[src/rtl/program_loader.sv]
// ---------------------------------------------------------------------------
// program_loader
//   Upstream feeder for the 8-bit CPU instruction path. Receives PROG_LEN
//   program bytes followed by one checksum byte over a valid/ready handshake,
//   buffers the program, and, if the 8-bit wrap-around sum of all PROG_LEN+1
//   bytes is zero, streams the buffer into the CPU (cpu_load/cpu_data) for
//   exactly PROG_LEN back-to-back cycles before releasing the CPU to run.
//
// Ports
//   clock      : system clock, rising edge
//   reset      : synchronous active-low reset
//   start      : single-cycle request to begin a (re)load
//   in_data    : incoming program or checksum byte
//   in_valid   : in_data valid this cycle
//   in_ready   : loader accepts in_data this cycle
//   cpu_load   : CPU Load strobe, high only while streaming
//   cpu_data   : CPU data_in, instruction byte for this cycle
//   busy       : receiving or streaming
//   done       : program loaded, CPU running
//   error      : checksum failed
//   byte_count : bytes accepted in the current load, checksum included
// ---------------------------------------------------------------------------
module program_loader #(
    parameter int PROG_LEN = 32,
    parameter int CW       = 6
) (
    input  logic          clock,
    input  logic          reset,
    input  logic          start,
    input  logic [7:0]    in_data,
    input  logic          in_valid,
    output logic          in_ready,
    output logic          cpu_load,
    output logic [7:0]    cpu_data,
    output logic          busy,
    output logic          done,
    output logic          error,
    output logic [CW-1:0] byte_count
);

    localparam int            AW      = $clog2(PROG_LEN);
    localparam logic [CW-1:0] LP_LEN  = CW'(PROG_LEN);
    localparam logic [CW-1:0] LP_FULL = CW'(PROG_LEN + 1);
    localparam logic [CW-1:0] LP_ONE  = CW'(1);

    typedef enum logic [2:0] {
        S_IDLE    = 3'd0,
        S_RECEIVE = 3'd1,
        S_STREAM  = 3'd2,
        S_RUN     = 3'd3,
        S_ERROR   = 3'd4
    } state_t;

    // 8-bit wrap-around accumulation used for both running sum and checksum test
    function automatic logic [7:0] f_add8(input logic [7:0] a, input logic [7:0] b);
        f_add8 = a + b;
    endfunction

    state_t        r_state;
    state_t        w_state_nxt;
    logic [7:0]    r_buf [PROG_LEN];
    logic [7:0]    r_sum;
    logic [CW-1:0] r_idx;
    logic [CW-1:0] r_byte_count;
    logic          r_in_ready;
    logic          r_cpu_load;
    logic [7:0]    r_cpu_data;
    logic          r_busy;
    logic          r_done;
    logic          r_error;

    logic          w_xfer;
    logic          w_wr_en;
    logic [7:0]    w_sum_nxt;
    logic [7:0]    w_sum_chk;
    logic [CW-1:0] w_idx_nxt;
    logic [CW-1:0] w_cnt_nxt;
    logic          w_cpu_load_nxt;
    logic [7:0]    w_cpu_data_nxt;

    // A byte moves only when the registered in_ready meets in_valid
    assign w_xfer    = in_valid & r_in_ready;
    assign w_sum_chk = f_add8(r_sum, in_data);

    // Next-state, datapath updates and next values of the registered outputs
    always_comb begin
        w_state_nxt    = r_state;
        w_sum_nxt      = r_sum;
        w_idx_nxt      = r_idx;
        w_cnt_nxt      = r_byte_count;
        w_wr_en        = 1'b0;
        w_cpu_load_nxt = 1'b0;
        w_cpu_data_nxt = 8'h00;
        case (r_state)
            S_IDLE, S_RUN, S_ERROR: begin
                if (start) begin
                    w_state_nxt = S_RECEIVE;
                    w_sum_nxt   = 8'h00;
                    w_idx_nxt   = '0;
                    w_cnt_nxt   = '0;
                end else begin
                    w_state_nxt = r_state;
                end
            end
            S_RECEIVE: begin
                if (w_xfer) begin
                    if (r_byte_count < LP_LEN) begin
                        w_wr_en   = 1'b1;
                        w_sum_nxt = w_sum_chk;
                        w_cnt_nxt = r_byte_count + LP_ONE;
                    end else begin
                        // Checksum byte: count it, then verify
                        w_cnt_nxt = (r_byte_count < LP_FULL) ? (r_byte_count + LP_ONE) : r_byte_count;
                        if (w_sum_chk == 8'h00) begin
                            // Present buf[0] already on the first STREAM cycle
                            w_state_nxt    = S_STREAM;
                            w_cpu_load_nxt = 1'b1;
                            w_cpu_data_nxt = r_buf[0];
                            w_idx_nxt      = LP_ONE;
                        end else begin
                            w_state_nxt = S_ERROR;
                        end
                    end
                end else begin
                    w_state_nxt = S_RECEIVE;
                end
            end
            S_STREAM: begin
                // r_idx is the index of the byte to present next cycle
                if (r_idx == LP_LEN) begin
                    w_state_nxt = S_RUN;
                end else begin
                    w_cpu_load_nxt = 1'b1;
                    w_cpu_data_nxt = r_buf[r_idx[AW-1:0]];
                    w_idx_nxt      = r_idx + LP_ONE;
                end
            end
            default: begin
                w_state_nxt = S_IDLE;
            end
        endcase
    end

    // State, counters and registered outputs
    always_ff @(posedge clock) begin
        if (!reset) begin
            r_state      <= S_IDLE;
            r_sum        <= 8'h00;
            r_idx        <= '0;
            r_byte_count <= '0;
            r_in_ready   <= 1'b0;
            r_cpu_load   <= 1'b0;
            r_cpu_data   <= 8'h00;
            r_busy       <= 1'b0;
            r_done       <= 1'b0;
            r_error      <= 1'b0;
        end else begin
            r_state      <= w_state_nxt;
            r_sum        <= w_sum_nxt;
            r_idx        <= w_idx_nxt;
            r_byte_count <= w_cnt_nxt;
            r_in_ready   <= (w_state_nxt == S_RECEIVE);
            r_cpu_load   <= w_cpu_load_nxt;
            r_cpu_data   <= w_cpu_data_nxt;
            r_busy       <= (w_state_nxt == S_RECEIVE) || (w_state_nxt == S_STREAM);
            r_done       <= (w_state_nxt == S_RUN);
            r_error      <= (w_state_nxt == S_ERROR);
        end
    end

    // Program buffer; contents are don't-care after reset
    always_ff @(posedge clock) begin
        if (w_wr_en) begin
            r_buf[r_byte_count[AW-1:0]] <= in_data;
        end
    end

    assign in_ready   = r_in_ready;
    assign cpu_load   = r_cpu_load;
    assign cpu_data   = r_cpu_data;
    assign busy       = r_busy;
    assign done       = r_done;
    assign error      = r_error;
    assign byte_count = r_byte_count;

endmodule
[config.mk]
export PLATFORM = sky130hd
export DESIGN_NAME = program_loader
export DESIGN_NICKNAME = d
export VERILOG_FILES = /design/src/rtl/program_loader.sv
export SDC_FILE = /design/constraint.sdc
export NUM_CORES = 1
export LEC_CHECK = 0
export CAP_MARGIN = 5
export CORE_UTILIZATION = 55
export CTS_CLUSTER_SIZE = 40
export DETAILED_ROUTE_END_ITERATION = 12
export PLACE_DENSITY = 0.75
export RECOVER_POWER = 25
export SYNTH_ARGS = -nofsm -noshare
export SYNTH_HDL_FRONTEND = slang
export SYNTH_SLANG_ARGS = --single-unit
[constraint.sdc]
create_clock -name clock -period 2.87 [get_ports clock]
set_clock_uncertainty 0.2 [all_clocks]
set_input_delay 0.4305 -clock clock [delete_from_list [all_inputs] [get_ports clock]]
set_output_delay 0.4305 -clock clock [all_outputs]
set_load 0.005 [all_outputs]
=== Word-level counts from Yosys, hierarchy flattened ===
Memories as Yosys holds them, arrays and structs flattened. A register that Yosys moved wholly into a read port is not among the register bits.
Index checks and enable logic that the tools add are counted.

* Reductions and logical operators: 9
* Add/subtract/negate cells: 3
* Eq/ne operators: 16
* Bitwise gates (word level): 1
* Muxes and demuxes: 37
* Magnitude comparators: 2

{| class="wikitable"
|+ Operators by type and width
! operator !! number
|-
| $mux W8 || 7
|-
| $mux W6 || 8
|-
| $pmux W8 S2 || 2
|-
| $pmux W6 S3 || 1
|-
| $mux W3 || 5
|-
| $add A6 B1 Y6 const B || 2
|-
| $eq A3 B2 Y1 const B || 4
|-
| $lt A6 B6 Y1 const B || 2
|-
| $ne A2 B2 Y1 const B || 6
|-
| $pmux W6 S2 || 1
|-
| $mux W5 || 2
|-
| $mux W1 || 9
|-
| $pmux W3 S3 || 1
|-
| $add A8 B8 Y8 || 1
|-
| $logic_not A8 Y1 || 1
|-
| $reduce_and A4 Y1 || 2
|-
| $eq A3 B1 Y1 const B || 2
|-
| $eq A3 B3 Y1 const B || 2
|-
| $eq A6 B6 Y1 const B || 1
|-
| $reduce_and A6 Y1 || 1
|-
| $logic_not A3 Y1 || 1
|-
| $ne A3 B3 Y1 const B || 1
|-
| $reduce_bool A3 Y1 || 1
|-
| $reduce_or A3 Y1 || 1
|-
| other kinds (4) || 4
|}

* Word-level logic and storage cells: 79
* Output and inout bits: 19
* RAM bits: 256
* Register bits after elaboration: 36
* Memories: 1

{| class="wikitable"
|+ Memories
! name !! words !! bits a word !! read ports !! clocked after Yosys merged registers in !! wr ports !! RTL line !! text
|-
| r_buf || 32 || 8 || 2 || 1 || 1 || 61 || <nowiki>logic [7:0] r_buf [PROG_LEN];</nowiki>
|}

=== Logic depth before layout (Yosys ltp) ===
* Word-level depth: 8
* Depth in mapped cells: 10
* Depth with buffers taken out: 9

=== Worst setup path before layout ===
No wires, ideal clock.

* Path kind: input -> register
* Start: in in_data[0]
* End: reg with a tool-made name
* Arrival time: 2.742 ns
* Slack: -0.149 ns
* Required time: 2.593 ns
* Path buffers: 0
* Cell stages on the path: 8
* Cell sequence: ha_1 > fa_1 > xor2_1 > or4b_4 > nor4_4 > a31oi_1 > or4_1 > a21oi_1

{| class="wikitable"
|+ RTL lines
! what !! RTL line !! text
|-
| start: declaration || 30 || <nowiki>input logic [7:0] in_data,</nowiki>
|}

==> impl_metrics.toml <==
[outcome]
outcome = "complete, but fails checks"
violations = "max-capacitance violations, max-slew violations"

[synthesis]
netlist_area_um2 = 11800
synth_async_sr_flop_share_pct = 0
synth_top_family_by_area = "multiplexers"
synth-simple-area-share_pct = 6.204
synth_top_area_share_pct = 65.15
ys_seq_area_share_pct = 72.11
synth_edf_count = 256
syn_inst = 677
synth_xor_area_share_pct = 0.8165
synthAdderAreaFrac_pct = 1.654
yosys-top-cells-area = "edfxtp_1 (65%), mux4_2 (12%), dfxtp_1 (7.0%), a22oi_1 (2.9%), nor2_1 (2.0%)"
synth_ff_type = "edfxtp_1"
synth_compound_area_share_pct = 5.567
yosysWarnings = 0
ys_ff_latch = 297
ys_types = 47
synth_fp_nets = 704
synth_area_per_cell_um2 = 17.43
synth_area_leader_cell = "edfxtp_1"
synthMuxAreaShare_pct = 12.22

[finish]
final_layout_size_suffix_gt1_share_pct = 24.75
diodes = 0
area_growth_pct = 17.96
layout.nets = 814
stdcell_count = 1083
fillCellCount = 1304
post-route-util_pct = 66.21

[timing]
fmax_mhz = 349.7
tightest_slew_ns = 1.610
slew_violations = 132
fin_crit_sh_pct = 99.62
min_period_ns = 2.859
setup_viol = 0
slew_headroom_pct = -7.349
finalSetupTns_ns = 0
hold_viol = 0
hold_ws_ns = 0.2999
rsz0062_at_grt = "true"

[setup_path]
crit_path_max_incr_delay_ns = 0.50
timing.rr.start = "r_sum[0]"
start_kind = "flop"
r2r_cells = 8
arrival_ns = 3.12
path_class = "reg -> reg"
cp_slowest_cell = "or4b_4"
ff2ff_setup_slack_ns = 0.01
required_ns = 3.13
cp-end-kind = "flop"
worstPathCellList = "ha_4, fa_2, xor2_2, or4b_4, nor4_4, a31oi_1, or4_1, a21oi_2"
crit_fanout = 4

[clocking]
cts.sinks = 297
cts_root_buf = "clkbuf_16"
htreeDepth = 1
clk_pin_slew_ns = 0.06
clkLatencyLatePin_ns = 0.54
cts_tree = "yes"
clock_path_buffers = 3
numCtsBuffers = 28

[hold_path]
hold_path_class = "in -> reg"
min_path_cells = 2
min_from = "in_data[1]"
hold_end = "r_buf[12][1]"

[power]
p_sw_uw = 1679
peakVddDrop_v = 0.0004112
p_per_area_nw_per_um2 = 608.6
p_comb_share_pct = 3.8
p_leak_uw = 0.004571
pwr-share-seq_pct = 55.6
swShare_pct = 19.82
clockPowerShare_pct = 40.6
p_int_uw = 6791

[drt]
drc = 0
drt-initial-drc-count = 787
vias = 6763
first_pass_iters = 5
routed_wl_um = 26590
avgViaCountPerCell = 6.245
ant_nets = 0
wl_per_cell_um = 24.55

[placed_design]
dp.final_hpwl_um = 17220
port_buffers = 30
placed_cells = 1029
gp_congestion = 0.8439

[die]
start_util_pct = 56.13
std_cell_rows = 53
fp.coreArea_um2 = 21020
die_w_um = 148.5
dieArea_um2 = 22040
dieHeight_um = 148.5
ios = 31

[grt]
grt_pass1_wl_um = 40220
antenna_found_initial = 0
first_global_vias = 6776
grt_start_max_net_pins = 33
grt_overflow = 0
grtUsageTotal_pct = 24.93

[flow_run]
drv_cap = 5
==> through the flow <==
| step | power (uW) | worst slack [ns] | cell area [um^2] |
|---|---|---|---|
| finish | 8470 | 0.01078 | 13920 |
| global route | 8701 | -0.03783 | 13920 |
| CTS | 8501 | 0.01500 | 13850 |
| detailed placement | 5115 | -0.7734 | 12990 |
| global placement | 5103 | -0.6013 | 12990 |
| floorplan | 4950 | 0.07132 | 11800 |
==> worst max-delay path by stage <==
stage          startpoint       end  slack [ns]  cells after the start
6_report         r_sum[0]      flop        0.01                      8
5_1_grt          r_sum[0]      flop       -0.04                     10
2_1_floorplan  in_data[0]  in_ready        0.07                      9
3_3_place_gp   in_data[0]      flop       -0.60                     10
4_1_cts        in_data[1]      flop        0.02                      8
3_5_place_dp   in_data[0]      flop       -0.77                     10
==> cells by family after synthesis <==
logic type / Yosys count
and+or+nand+nor: 153
AOI/OAI and AO/OA: 95
adders and majority gates: 15
DFF: 297
buffers and inverters: 42
muxes: 64
xor gates and xnor gates: 11
==> critical path: cells and delay by family, from the launching register on <==
| kind | cells | cell delay, ns |
|---|---|---|
| AOI/OAI and AO/OA | 2 | 0.31 |
| DFF | 1 | 0.33 |
| and+or+nand+nor | 3 | 1.19 |
| xor gates and xnor gates | 1 | 0.17 |
| adders and majority gates | 2 | 0.59 |
==> state kept, by name (all words and copies together) (netlist names), named ones only <==
name	flops
cpu_load	1
r_buf	256
r_idx	6
busy	1
done	1
error	1
byte_count	6
r_state	3
in_ready	1
r_sum	8
cpu_data	8
==> layout make-up <==
type | count | area (um^2) | share of cell area, %
Sequential cell | 297 | 8514 | 61.17
Multi-Input combinational cell | 338 | 3199 | 22.99
Timing Repair Buffer | 113 | 974.7 | 7.003
Clock buffer | 40 | 777.0 | 5.583
Tap cell | 275 | 344.1 | 2.472
Clock inverter | 11 | 75.07 | 0.5394
Inverter | 9 | 33.78 | 0.2427
==> cells in the mapped netlist (2+ instances only) <==
master and count:
nand2_1 36, a31oi_1 8, buf_1 8, dfxtp_1 41, xor2_1 9, buf_2 9, nor3_1 4, and2_1 3
nor4_1 2, nand2b_1 3, clkbuf_1 16, nand4_1 6, nor2_1 63, nand3_1 13, nor2b_1 4, a22oi_1 46
nand3b_1 4, and3_1 4, xnor2_1 2, a21o_1 7, a21oi_1 18, o21ai_0 6, inv_1 8, ha_1 14
edfxtp_1 256, mux4_2 64, or4_1 2, or3_1 2
==> power groups by stage <==
stage	Clock (uW)	Sequential (uW)	Combinational, uW
floorplan	0	4790	158
global placement	0	4800	304
detailed placement	0	4800	315
CTS	3480	4710	318
global route	3640	4710	345
finish	3440	4710	323
==> timing repair <==
action	4_1_cts	5_1_grt
gates resized for setup	3	15
endpoints found under the hold margin	0	0
buffers inserted	0	3
endpoints found under the setup margin	26	26
hold buffers	0	0
pin swaps	0	2
==> cells in the final DEF (no fill, tap or decap), types with 3 or more instances in the layout <==
cell and n:
nor3_1 4, buf_12 6, and2_1 3, a21o_1 7, and3_1 4, clkbuf_16 29
nor2_1 62, clkinv_1 4, xor2_1 7, edfxtp_1 256, ha_1 13, mux4_2 64
a21oi_2 3, dlygate4sd3_1 3, inv_1 8, nand2b_1 3, nand3b_1 4, a22oi_1 46
nor2b_1 4, clkbuf_1 16, nand2_1 36, clkinv_2 6, a21oi_1 15, o21ai_0 4
nand4_1 6, clkdlybuf4s50_1 25, nand3_1 12, dfxtp_1 38, buf_4 71, a31oi_1 8
==> per-layer routing <==
metal	global-route usage, %	up-vias	wire [um]
li1	-	2933	-
met1	33.73	3461	10530
met2	42.78	327	13740
met3	3.313	42	1835
met4	6.701	0	482
met5	0	-	0
Power figures use the tool's default switching activity.
==> RTL edit 1 (same settings) <==
Reset style: asynchronous (`reset`), changed in one clocked block. Comments in the files are not updated.
--- a/src/rtl/program_loader.sv
+++ b/src/rtl/program_loader.sv
@@ -143,5 +143,5 @@
 
     // State, counters and registered outputs
-    always_ff @(posedge clock) begin
+    always_ff @(posedge clock or negedge reset) begin
         if (!reset) begin
             r_state      <= S_IDLE;
Check against the original RTL: differs if reset is asserted again (counterexample within 4 cycles, from zero or initial values and one cycle with reset low); with reset held inactive, the same outputs for 10 cycles.
==> RTL edit 1 against the unedited design <==
- count of clock-buffer cells in the layout is 8 lower
- cell count down 2.9%
- maximum frequency increased by 0.23%
- setup slack improved by 0.0064 ns
- synthesized area up 2.0%
- final area increased by 2.2%
- synthesized cell count fell by 3.4%
- non-clock buffer count shrank 10
- sequential cell count shrank 5
- global-route usage shrank 0.64 points
- routed wire length shrank 1.0%
- highest routed layer unchanged
Power is not compared: it rests on default switching activity, and its combinational part moved more than twofold at a synthesized area within 25%.
==> RTL edit 1: results (changes against the unedited design) <==
GRT Total Usage=0.243 (-0.00638); Compound-Gate Fraction of Synth Area=0.0462 (-0.00950); wl on met1=10.8 mm (+3.0%); Seq/Total Area, Yosys=0.714 (-0.00722); pin count of the biggest net entering global routing=60 (+82%); first-pass GRT wire length=39.5 mm (-1.8%); NumNets Final=782 (-3.9%); Worst R2R Start=r_sum[0]; Reg2Reg Depth=9 (+1); Worst Hold Depth=1 (-1); hold_sp=r_buf[0][7]; CP max FO=6 (+2); post-synthesis async set-or-reset flop share=0.123 (+0.123); layout cell share with drive strength beyond 1=0.282 (+0.0343); detailed placement HPWL=16.6 mm (-3.5%); Clock Latency Late Sink=0.56 ns (+0.02 ns); class of the worst hold path=flip-flop to flip-flop; Syn Nets=681 (-3.3%); DR WL met3=2.04 mm (+11%); GR Layer Usage met2=0.386 (-0.0417); Synth cell types=61 (+30%); Gate Count Post-Synth=654 (-3.4%); status=finished clean; GR Util met1=0.348 (+0.0106); placed instance count=996 (-3.2%); Min Hold Slack=0.294 ns (-0.00558 ns)
## RTL edit 1: worst max path at each step
stage | end | depth (start not counted) | slack, ns
2_1_floorplan | r_idx[4] | 8 | 0.1
3_3_place_gp | r_idx[5] | 9 | -0.53
3_5_place_dp | r_idx[4] | 9 | -0.59
4_1_cts | cpu_data[4] | 9 | 0.004
5_1_grt | r_idx[2] | 9 | -0.11
6_report | r_state[1] | 9 | 0.02
## RTL edit 1: critical path, stage by stage (launching register included)
cell       delay (ns)
dfrtp_1          0.42
ha_4             0.18
fa_2             0.39
a211oi_4         0.27
nor4b_2          0.09
a2111oi_2        0.49
nand2_2          0.17
nor3_4           0.26
buf_4            0.19
nand2b_1         0.12
## RTL edit 1: final cells by class
cell class | count | area [µm²]
Tap cell | 275 | 344
Sequential cell | 292 | 8590
Multi-Input combinational cell | 313 | 3310
Timing Repair Buffer | 103 | 900
Clock inverter | 20 | 300
Inverter | 17 | 63.8
Clock buffer | 32 | 716
Fill cell | 1396 | 7000
==> RTL edit 2 (same settings) <==
Without the edit above. `CW`: 6 -> 12.
--- a/src/rtl/program_loader.sv
+++ b/src/rtl/program_loader.sv
@@ -23,5 +23,5 @@
 module program_loader #(
     parameter int PROG_LEN = 32,
-    parameter int CW       = 6
+    parameter int CW       = 12
 ) (
     input  logic          clock,
Ports: changed (resized byte_count); port bits go from 31 to 37. The function was not compared with the original's and may differ.
==> RTL edit 2 against the unedited design <==
- the flow still finishes with violations (max-capacitance violations, max-slew violations)
- synthesized area grew 6.6%
- sequential cell count up 12
- non-clock buffer count rose by 22
- largest cell class unchanged
- via count up 7.5%
- first-iteration DRC count is 7.6% lower
- final area is 9.7% higher
- largest power group unchanged
- maximum frequency down 0.30%
- total power up 15%
- setup slack worse by 0.0087 ns
- routed wire length grew 9.4%
- critical path depth is 3 higher
==> RTL edit 2: results (changes against the unedited design) <==
status=finished with violations; violated checks=max-capacitance violations, max-slew violations; final instance area=15300 µm² (+9.7%); hold_sp=in_data[4]; Reg2Reg Depth=11 (+3); Via-to-Cell Ratio=6.29 (+0.77%); Clock Latency Late Sink=0.56 ns (+0.02 ns); maximum VDD drop=0.518 mV (+26%); Final Max Slew Viols=66 (-50%); port bufs=36 (+20%); Setup Fix Bufs, Post-CTS=3 (+3); Buffers, non-clock=135 (+19%); post-synthesis mux area share=0.153 (+0.0308); Seq area share=0.573 (-0.0383); FFs & Latches=309 (+4.0%); initial antenna violation count=1 (+1); Compound-Gate Fraction of Synth Area=0.0451 (-0.0106); multi-input combinational area share=0.251 (+0.0216); GRT Total Usage=0.253 (+0.00381); adder-cell share of the synthesized area=0.0155 (-0.00102); DR WL met3=2.04 mm (+11%); GPL Wtd Cong=0.860 (+1.8%); vias after detailed routing=7268 (+7.5%); Syn Nets=745 (+5.8%); Multi-Input Combinational=365 (+8.0%); vias in the first global route=7333 (+8.2%); Synth cell types=62 (+32%); CP peak stage delay=0.37 ns (-0.13 ns); initial detailed-routing violation count=727 (-7.6%); count of max-cap constraint violations=2 (-3); Finished Core Util=0.691 (+0.0289); placed instance count=1089 (+5.8%); fillers=1345 (+3.1%); GR Layer Usage met2=0.428 (+0.000550); detailed placement HPWL=18.1 mm (+5.3%); Gate Count Post-Synth=718 (+6.1%); clock buffers=34 (-15%); final wirelength=29.1 mm (+9.4%)
## RTL edit 2: changes by cell type in the layout (fill, tap and decap cells not counted), moves of 9 or more
cell,change
dfxtp_1,+12
buf_4,+9
mux4_2,+16
a22oi_1,-42
nand2_1,-20
mux2_2,+9
## RTL edit 2: where the power goes
group / total, W / internal, W / switching (W)
registers: 0.00488 / 0.00486 / 0.0000186
clock network: 0.00435 / 0.00266 / 0.00169
logic: 0.000488 / 0.000226 / 0.000262
total: 0.00972 / 0.00775 / 0.00197
## RTL edit 2: how the worst max path moves through the flow
| stage | startpoint | end | cells past startpoint |
|---|---|---|---|
| finish | r_sum[0] | done | 11 |
| global route | r_sum[0] | cpu_data[4] | 11 |
| CTS | r_sum[0] | done | 11 |
| detailed placement | in_data[0] | r_idx[8] | 10 |
| global placement | in_data[0] | r_idx[8] | 10 |
| floorplan | in_data[0] | r_idx[8] | 9 |
